===== config.mk =====
export PLATFORM = sky130hd
export DESIGN_NAME = instruction_fetch_unit
export DESIGN_NICKNAME = d
export VERILOG_FILES = /design/src/rtl/mips_pkg.sv /design/src/rtl/pc_next_select.sv /design/src/rtl/instruction_fetch_unit.sv
export SDC_FILE = /design/constraint.sdc
export NUM_CORES = 1
export LEC_CHECK = 0
export ABC_AREA = 0
export CORE_UTILIZATION = 40
export DETAILED_ROUTE_END_ITERATION = 10
export PLACE_DENSITY_LB_ADDON = 0.1
export SLEW_MARGIN = 5
export SYNTH_ARGS = -nofsm -noshare
export SYNTH_HDL_FRONTEND = slang
export SYNTH_SLANG_ARGS = --single-unit
export TNS_END_PERCENT = 20

===== constraint.sdc =====
create_clock -name Clk -period 3.85 [get_ports Clk]
set_input_delay 0.9625 -clock Clk [delete_from_list [all_inputs] [get_ports Clk]]
set_output_delay 0.9625 -clock Clk [all_outputs]
set_load 0.01 [all_outputs]

===== src/rtl/mips_pkg.sv =====
// Shared MIPS pipeline definitions: datapath width, the reset and bubble
// constants, the next-PC select encoding, and the IF/ID register payload.
package mips_pkg;

    localparam int unsigned XLEN     = 32;
    localparam int unsigned JIDX_W   = 26;

    // sll $0,$0,0 -- the architectural no-op used as a pipeline bubble
    localparam logic [XLEN-1:0] NOP_WORD         = 32'h0000_0000;
    localparam logic [XLEN-1:0] DEFAULT_RESET_PC = 32'h0000_0000;
    localparam logic [XLEN-1:0] PC_STEP          = 32'h0000_0004;

    typedef enum logic [1:0] {
        PC_SEQ = 2'd0,
        PC_BR  = 2'd1,
        PC_J   = 2'd2,
        PC_JR  = 2'd3
    } pc_sel_e;

    typedef struct packed {
        logic [XLEN-1:0] instr;
        logic [XLEN-1:0] pc_plus4;
        logic            valid;
    } ifid_t;

    // Bubble payload written on reset, redirect and flush
    function automatic ifid_t ifid_bubble(input logic [XLEN-1:0] nop);
        ifid_t b;
        b.instr    = nop;
        b.pc_plus4 = '0;
        b.valid    = 1'b0;
        return b;
    endfunction

endpackage


===== src/rtl/pc_next_select.sv =====
// Next-PC selection for the fetch stage (purely combinational).
// Ports:
//   i_pc               current PC register
//   i_stall            hold request from the hazard unit
//   i_branch/_base_pc/_offset   taken conditional branch and its operands
//   i_jump/_index/_base_pc      taken j/jal and its operands
//   i_jump_reg/_addr            taken jr and its register operand
//   o_pc_plus4_c       PC+4 of the current PC
//   o_next_pc_c        value the PC register loads at the next edge
//   o_redirect_c       1 when a branch/jump/jr replaces the sequential path
module pc_next_select
    import mips_pkg::*;
(
    input  logic [XLEN-1:0]   i_pc,
    input  logic              i_stall,
    input  logic              i_branch,
    input  logic [XLEN-1:0]   i_branch_base_pc,
    input  logic [XLEN-1:0]   i_branch_offset,
    input  logic              i_jump,
    input  logic [JIDX_W-1:0] i_jump_index,
    input  logic [XLEN-1:0]   i_jump_base_pc,
    input  logic              i_jump_reg,
    input  logic [XLEN-1:0]   i_jump_reg_addr,
    output logic [XLEN-1:0]   o_pc_plus4_c,
    output logic [XLEN-1:0]   o_next_pc_c,
    output logic              o_redirect_c
);

    logic [XLEN-1:0] w_br_target;
    logic [XLEN-1:0] w_j_target;
    logic [XLEN-1:0] w_jr_target;
    pc_sel_e         w_sel;

    // Only the segment bits of the jump base and the word bits of the jr
    // operand matter; the rest are intentionally ignored.
    logic w_unused;
    assign w_unused = &{1'b0, i_jump_base_pc[27:0], i_jump_reg_addr[1:0]};

    // Target arithmetic, all modulo 2^32
    always_comb begin
        o_pc_plus4_c = i_pc + PC_STEP;
        w_br_target  = i_branch_base_pc + (i_branch_offset << 2);
        w_j_target   = {i_jump_base_pc[31:28], i_jump_index, 2'b00};
        w_jr_target  = {i_jump_reg_addr[31:2], 2'b00};
    end

    // Priority: jr > j > branch > sequential
    always_comb begin
        w_sel = PC_SEQ;
        if (i_jump_reg) begin
            w_sel = PC_JR;
        end else if (i_jump) begin
            w_sel = PC_J;
        end else if (i_branch) begin
            w_sel = PC_BR;
        end
    end

    // A redirect overrides stall since the stalled instruction is wrong-path
    always_comb begin
        o_next_pc_c  = o_pc_plus4_c;
        o_redirect_c = (w_sel != PC_SEQ);
        unique case (w_sel)
            PC_JR:   o_next_pc_c = w_jr_target;
            PC_J:    o_next_pc_c = w_j_target;
            PC_BR:   o_next_pc_c = w_br_target;
            default: o_next_pc_c = i_stall ? i_pc : o_pc_plus4_c;
        endcase
    end

endmodule


===== src/rtl/instruction_fetch_unit.sv =====
// MIPS fetch stage: owns the PC, addresses instruction memory and fills the
// IF/ID pipeline register, honouring redirects, stalls and flushes.
// Ports:
//   Clk, Rst            clock and synchronous active-high reset
//   Address             PC register, byte address to instruction memory
//   Instruction         combinational memory word for Address
//   Stall, Flush        hazard-unit hold / bubble-insert requests
//   Branch*, Jump*, JumpReg*   redirect requests and operands
//   IFID_Instruction, IFID_PCPlus4, IFID_Valid   registered IF/ID contents
module instruction_fetch_unit
    import mips_pkg::*;
#(
    parameter logic [XLEN-1:0] RESET_PC = DEFAULT_RESET_PC,
    parameter logic [XLEN-1:0] NOP      = NOP_WORD
) (
    input  logic              Clk,
    input  logic              Rst,
    output logic [XLEN-1:0]   Address,
    input  logic [XLEN-1:0]   Instruction,
    input  logic              Stall,
    input  logic              Flush,
    input  logic              Branch,
    input  logic [XLEN-1:0]   BranchBasePC,
    input  logic [XLEN-1:0]   BranchOffset,
    input  logic              Jump,
    input  logic [JIDX_W-1:0] JumpIndex,
    input  logic [XLEN-1:0]   JumpBasePC,
    input  logic              JumpReg,
    input  logic [XLEN-1:0]   JumpRegAddr,
    output logic [XLEN-1:0]   IFID_Instruction,
    output logic [XLEN-1:0]   IFID_PCPlus4,
    output logic              IFID_Valid
);

    logic [XLEN-1:0] r_pc;
    ifid_t           r_ifid;

    logic [XLEN-1:0] w_pc_plus4;
    logic [XLEN-1:0] w_next_pc;
    logic            w_redirect;
    ifid_t           w_ifid_next;

    pc_next_select u_pc_next_select (
        .i_pc             (r_pc),
        .i_stall          (Stall),
        .i_branch         (Branch),
        .i_branch_base_pc (BranchBasePC),
        .i_branch_offset  (BranchOffset),
        .i_jump           (Jump),
        .i_jump_index     (JumpIndex),
        .i_jump_base_pc   (JumpBasePC),
        .i_jump_reg       (JumpReg),
        .i_jump_reg_addr  (JumpRegAddr),
        .o_pc_plus4_c     (w_pc_plus4),
        .o_next_pc_c      (w_next_pc),
        .o_redirect_c     (w_redirect)
    );

    // IF/ID next-value: redirect and flush insert a bubble, stall holds
    always_comb begin
        w_ifid_next          = r_ifid;
        if (w_redirect || Flush) begin
            w_ifid_next = ifid_bubble(NOP);
        end else if (!Stall) begin
            w_ifid_next.instr    = Instruction;
            w_ifid_next.pc_plus4 = w_pc_plus4;
            w_ifid_next.valid    = 1'b1;
        end
    end

    // PC and IF/ID registers; reset discards every same-cycle request
    always_ff @(posedge Clk) begin
        if (Rst) begin
            r_pc   <= RESET_PC;
            r_ifid <= ifid_bubble(NOP);
        end else begin
            r_pc   <= w_next_pc;
            r_ifid <= w_ifid_next;
        end
    end

    assign Address          = r_pc;
    assign IFID_Instruction = r_ifid.instr;
    assign IFID_PCPlus4     = r_ifid.pc_plus4;
    assign IFID_Valid       = r_ifid.valid;

endmodule


==> results.md, run 1 <==
- 288 nW/um2 — Cell Pwr Density
- 0 — total of warnings raised by yosys
- IFID_Valid — hold path startpoint
- 1403 — fill cell instance count of the final layout
- 0 — GRT Residual Overflow
- Address[28] — Worst R2R End
- 0.402 — sequential group share of total power
- 0 — number of flops mapped to enable cells by yosys
- 448 — drt initial violations
- 0.50 ns — largest incremental delay on the critical path
- 257 — Port-buffer cells
- 9 — worst reg2reg path depth
- register — CP endpoint kind
- 0 — number of setup buffers added after CTS
- 0.309 — sequential area share after synthesis
- built — CTS tree
- 0.0551 — fraction of layout cells with a size suffix above 1
- 0.320 — clock share of power
- 127 um — chip width
- 1.89 mW — internal power consumption
- 19600 um — Total Wirelength
- 0 — proportion of synthesized flip-flops having asynchronous set or reset
- no — RSZ-0062 raised after global routing
- 6075 — vias in the first global route
- 5.18 — Via density
- 3 — depth of the CTS H-tree
- finished, final reports clean — run status
- 2 — sum of buffers and inverters on the critical path
- 2 — Worst Hold Depth
- 0.411 — Initial Util
- 45 — row count
- 0 — drt drc
- 0.35 ns — Worst-Skew Late Latency
- 1940 um2 — footprint of the flip-flops and latches
- 6451 — vias post-DR
- Address[2] — reg2reg start
- sky130_fd_sc_hd__a211oi_1 — CP most frequent cell
- 0.771 ns — transition time at the pin with the least slew margin
- sky130_fd_sc_hd__clkbuf_16 — Clock Tree Root
- 0 — remaining antenna violation count
- 4 — largest fanout on the critical path
- 4080 um2 — area taken by multi-input logic gates
- 3.80 ns — CP Data Arrival Time
- 1253 — layout net count
- 6280 um2 — summed instance area of the synthesized netlist
- 9100 um2 — area post-placement
- sky130_fd_sc_hd__clkdlybuf4s50_1 — leading cell type in the layout, fill and taps excluded
- 0 — cts hold-fix bufs
- 97 — clock tree sinks
- 15600 um — HPWL after detailed placement
- 6 — count of TritonRoute iterations in the first routing pass
- 279 MHz — fmax
- IFID_Valid — hold path endpoint
- 15300 um2 — core outline area
- 3.58 ns — minimum clock period after layout
- sky130_fd_sc_hd__dfxtp_1 — top flip-flop cell by instance count after synthesis
- 15.7 um — detail-routed net length per standard cell
- 0 — final max-slew violation count
- 76 — pin count of the biggest net entering global routing
- 0.194 mV — Peak supply drop
- 781 — count of mapped cells out of synthesis
- 0.301 — fraction of power spent switching nets
- clkdlybuf4s50_1, ha_1, a211oi_1, o211ai_1, a211oi_1, a21boi_0, xor2_1, a221oi_1, buf_4, a211oi_1 — CP Cell Sequence
- 127 um — Die H
- 3.58 nW — Lkg Pwr
- 16200 um2 — Die ar.
- 290 — I/O Pins
- 0 — Post-CTS Resized
- 0 — number of max-cap violations
- 0.0107 ns — setup clock skew after layout
- 97 — register bit count reported by yosys
- 0.931 — ratio of final minimum period to clock period
- 9380 um2 — total non-filler cell area in the finished layout
- compound AO/OA/AOI/OAI gates — delay-heaviest family, CP
- 2 — Max clock buf depth
- 0.845 — final weighted congestion in routability-driven placement
- 0.813 mW — net switching component of the power
- 8.04 um2 — synthesized area per cell
- 1005 — net count after synthesis
- input pin to register — Crit Path Class
- 0.242 — global routing usage summed across all routing layers
- register to register — worst hold-check path type
- 31200 um — first-pass GRT wire length
- 0.07 ns — register clock-pin slew on the reported worst setup and hold paths
- 1.10 ns — slack of the worst reg-to-reg path
- 0.615 — final core area utilization
- sky130_fd_sc_hd__clkdlybuf4s50_1 — Slowest-stage cell, CP
- 4.06 ns — critical path required time
- 0 — final setup fails
- 0 — final hold violation count
- 0.278 — Comb pwr share
- sky130_fd_sc_hd__clkdlybuf4s50_1 (256), sky130_fd_sc_hd__nor2_1 (125), sky130_fd_sc_hd__dfxtp_1 (97) — top library cells by usage in the layout, fill and taps aside
- 0 — antenna violations before repair
- 0.486 — Slew headroom
- input pin — category of the worst setup path launch point
- 49.5% — growth of design area from synthesis to finish
- 65 — library cells used by synthesis
- 0 — total inserted antenna cells
- 9 — number of CTS-inserted buffers
## sequential cells by signal, indices dropped and copies added, names as in the netlist
name	flops
IFID_Instruction	32
IFID_PCPlus4	32
IFID_Valid	1
Address	32
## cell usage after synthesis (all sizes together), types with 11 or more instances
library cell / number / share of area
a211oi: 13 / 0.016
a21o: 15 / 0.018
a21oi: 85 / 0.068
buf: 19 / 0.018
clkbuf: 25 / 0.016
dfxtp: 97 / 0.31
ha: 30 / 0.060
inv: 14 / 0.0084
mux2i: 42 / 0.067
nand2: 60 / 0.036
nand3: 18 / 0.016
nor2: 125 / 0.075
nor3: 16 / 0.016
o21ai: 25 / 0.020
o22ai: 11 / 0.011
or3: 11 / 0.013
xnor2: 41 / 0.057
xor2: 32 / 0.045
## layer usage
metal,vias up,global-route usage,wire length (um)
li1,3294,-,-
met1,2888,0.333,9260
met2,247,0.388,8760
met3,22,0.0377,1260
met4,0,0.0756,316
met5,-,0,0
## worst max-delay path by stage
stage | from | end | slack, ns | cells after the start
2_1_floorplan | BranchBasePC[2] | Address[30] | 0.60 | 11
5_1_grt | BranchOffset[1] | Address[21] | 0.06 | 10
3_3_place_gp | BranchOffset[1] | Address[17] | 0.009 | 10
3_5_place_dp | BranchBasePC[2] | Address[30] | -0.06 | 12
4_1_cts | BranchBasePC[2] | Address[30] | 0.30 | 12
6_report | BranchOffset[1] | Address[17] | 0.27 | 10
## stage by stage
stage,power (mW),hold slack (ns),setup slack (ns),cells,TNS (ns)
finish,2.70,0.455,0.268,1245,0
global route,2.84,0.468,0.0582,1245,0
CTS,2.72,0.453,0.297,1245,0
detailed placement,1.85,0.443,-0.0563,1229,-0.0773
global placement,1.85,0.439,0.00932,1229,0
floorplan,1.51,0.474,0.600,781,0
## power groups by stage
stage / Sequential, mW / Clock (mW) / Combinational (mW)
floorplan: 1.11 / 0 / 0.399
detailed placement: 1.11 / 0 / 0.744
global placement: 1.11 / 0 / 0.742
finish: 1.09 / 0.866 / 0.752
global route: 1.09 / 0.934 / 0.817
CTS: 1.09 / 0.890 / 0.749
## worst register-to-register path: stages, from the launching register on
cell and delay, ns:
sky130_fd_sc_hd__dfxtp_1 0.46, sky130_fd_sc_hd__ha_1 0.26, sky130_fd_sc_hd__nand3_2 0.16, sky130_fd_sc_hd__or3_4 0.46, sky130_fd_sc_hd__nor4_2 0.34, sky130_fd_sc_hd__and2_1 0.25, sky130_fd_sc_hd__nand3_1 0.18, sky130_fd_sc_hd__a22o_1 0.22
sky130_fd_sc_hd__a22oi_1 0.20, sky130_fd_sc_hd__o22ai_1 0.11
## layout make-up
type                       count  share of cell area
inverter                      14             0.00560
tap                          211              0.0281
timing repair buffer         281               0.294
clock buffer                   9              0.0240
clock inverter                 7             0.00640
multi-input combinational    626               0.434
sequential                    97               0.207
## cells by family after synthesis
| logic type | synth area share |
|---|---|
| AND/OR/NAND/NOR | 0.196 |
| AO/OA/AOI/OAI | 0.220 |
| flip-flops | 0.309 |
| XOR/XNOR | 0.102 |
| buffers and inverters | 0.0421 |
| multiplexers | 0.0670 |
| adder cells (fa/ha/maj) | 0.0630 |
Power figures use the tool's default switching activity.
==> inputs of run 2 (changes only) <==
--- a/config.mk
+++ b/config.mk
@@ -6,7 +6,7 @@
 export NUM_CORES = 1
 export LEC_CHECK = 0
 export ABC_AREA = 0
-export CORE_UTILIZATION = 40
+export CORE_UTILIZATION = 42
 export DETAILED_ROUTE_END_ITERATION = 10
 export PLACE_DENSITY_LB_ADDON = 0.1
 export SLEW_MARGIN = 5
==> results.md, run 2 (synthesized netlist as in run 1, its figures left out) <==
- 0.822 mW — net switching component of the power
- 97 — clock tree sinks
- 15400 um2 — Die ar.
- 0.713 ns — transition time at the pin with the least slew margin
- register — CP endpoint kind
- 6422 — vias post-DR
- 290 — I/O Pins
- 0.379 — met2 demand-to-capacity share in global routing
- 0.269 — Comb pwr share
- 0.355 — fraction of met1 tracks used by global routing
- sky130_fd_sc_hd__clkdlybuf4s50_1 — leading cell type in the layout, fill and taps excluded
- 518 — drt initial violations
- input pin to register — Crit Path Class
- Address[24] — CP endpoint
- 16.0 um — detail-routed net length per standard cell
- 3.78 ns — CP Data Arrival Time
- 14500 um2 — core outline area
- 0 — remaining antenna violation count
- 0 — final setup fails
- 0.391 — sequential group share of total power
- 0.340 — clock share of power
- 124 um — Die H
- 44 — row count
- 1940 um2 — footprint of the flip-flops and latches
- 3.54 ns — minimum clock period after layout
- sky130_fd_sc_hd__clkbuf_16 — Clock Tree Root
- 0.0401 — GR met3 Demand/Resource
- no — RSZ-0062 raised after global routing
- 0.250 — global routing usage summed across all routing layers
- compound AO/OA/AOI/OAI gates — delay-heaviest family, CP
- 48.7% — growth of design area from synthesis to finish
- 0.0496 — fraction of layout cells with a size suffix above 1
- 1.96 mW — internal power consumption
- 3 — depth of the CTS H-tree
- 0.450 ns — Fin Hold WS
- 66 — pin count of the biggest net entering global routing
- 0 — Post-CTS Resized
- 124 um — chip width
- Address[2] — reg2reg start
- 0 — number of setup buffers added after CTS
- 1247 — layout net count
- 282 MHz — fmax
- 9 — number of CTS-inserted buffers
- 0 ns — Total Neg Setup Slack
- 3 — sum of buffers and inverters on the critical path
- 4 — largest fanout on the critical path
- 31500 um — first-pass GRT wire length
- 0.07 ns — register clock-pin slew on the reported worst setup and hold paths
- 13 — logic depth of the worst path, buffers included
- 0 — final max-slew violation count
- 0 — total inserted antenna cells
- 0 — number of max-cap violations
- 0.840 — final weighted congestion in routability-driven placement
- 1.09 ns — slack of the worst reg-to-reg path
- 0.525 — Slew headroom
- 1196 — number of cells in the design after placement
- 4.09 ns — critical path required time
- 1212 — Layout Cells excl Fill
- 5 — count of TritonRoute iterations in the first routing pass
- finished, final reports clean — run status
- 1274 — fill cell instance count of the final layout
- 9 — worst reg2reg path depth
- BranchBasePC[2] — startpoint of the most critical setup path
- 5.30 — Via density
- 3.56 nW — Lkg Pwr
- 0 — antenna violations before repair
- register to register — worst hold-check path type
- met2 — global routing's busiest layer
- 2 — Max clock buf depth
- 0.46 ns — largest incremental delay on the critical path
- 0 — cts hold-fix bufs
- 0.210 mV — Peak supply drop
- 298 nW/um2 — Cell Pwr Density
- 0 — GRT Residual Overflow
- 0.920 — ratio of final minimum period to clock period
- sky130_fd_sc_hd__clkdlybuf4s50_1 — Slowest-stage cell, CP
- 0.296 — fraction of power spent switching nets
- 0.35 ns — Worst-Skew Late Latency
- 6009 — vias in the first global route
- 19400 um — Total Wirelength
- built — CTS tree
- 257 — Port-buffer cells
- 0 — drt drc
- 4080 um2 — area taken by multi-input logic gates
- 0 — final hold violation count
- 0.432 — Initial Util
- input pin — category of the worst setup path launch point
- clkdlybuf4s50_1, ha_1, inv_1, fa_1, nor2b_1, o31ai_1, a31o_2, a2111oi_4, buf_4, o21a_1, a31oi_1, mux2i_1, a32o_1 — CP Cell Sequence
- Address[28] — Worst R2R End
- 15100 um — HPWL after detailed placement
- 0.00666 ns — setup clock skew after layout
- sky130_fd_sc_hd__clkdlybuf4s50_1 (256), sky130_fd_sc_hd__nor2_1 (125), sky130_fd_sc_hd__dfxtp_1 (97) — top library cells by usage in the layout, fill and taps aside
## run 2: cell count changes in the layout (fill, tap and decap cells not counted)
cell | before | now
sky130_fd_sc_hd__buf_4 | 24 | 18
sky130_fd_sc_hd__inv_6 | 2 | 0
sky130_fd_sc_hd__bufinv_16 | 0 | 1
sky130_fd_sc_hd__clkinv_2 | 1 | 0
sky130_fd_sc_hd__clkinv_4 | 0 | 1
sky130_fd_sc_hd__inv_8 | 2 | 3
## run 2: area by class of cell
type                            count  area share
Multi-Input combinational cell    626       0.437
Clock inverter                      7     0.00939
Tap cell                          184      0.0247
Clock buffer                        9      0.0241
Inverter                           14     0.00563
Sequential cell                    97       0.208
Timing Repair Buffer              275       0.291
## run 2: power groups by stage
stage          combinational (mW)  clock, mW  sequential, mW
6_report                    0.747      0.945            1.09
3_3_place_gp                0.736          0            1.11
3_5_place_dp                0.739          0            1.11
5_1_grt                     0.812      0.999            1.09
4_1_cts                     0.744      0.955            1.09
2_1_floorplan               0.399          0            1.11
## run 2: through the flow
stage          area, um2  power [mW]   util  setup slack (ns)
5_1_grt             9330        2.90  0.642             0.149
3_3_place_gp        9020        1.84  0.621           -0.0194
2_1_floorplan       6280        1.51      -             0.600
6_report            9330        2.78  0.642             0.306
3_5_place_dp        9020        1.85  0.621           -0.0398
4_1_cts             9330        2.78  0.642             0.312
## run 2: tightest hold or removal path: cells and delay by family, from the launching register on
family                 cells  cell delay, ns
AO/OA/AOI/OAI              1            0.05
buffers and inverters      1            0.04
flip-flops                 1            0.31
## run 2: how the worst min path moves through the flow
stage	startpoint	end	cells after the start
after global routing	IFID_Valid	IFID_Valid	2
after CTS	IFID_Valid	IFID_Valid	2
after detailed placement	IFID_Valid	IFID_Valid	2
after floorplan	IFID_Valid	IFID_Valid	2
final	IFID_Valid	IFID_Valid	2
after global placement	IFID_Valid	IFID_Valid	2
## run 2: metal layers
layer	vias to the layer above	wire length, um
li1	3269	-
met1	2850	9170
met2	270	8380
met3	33	1310
met4	0	508
met5	-	0
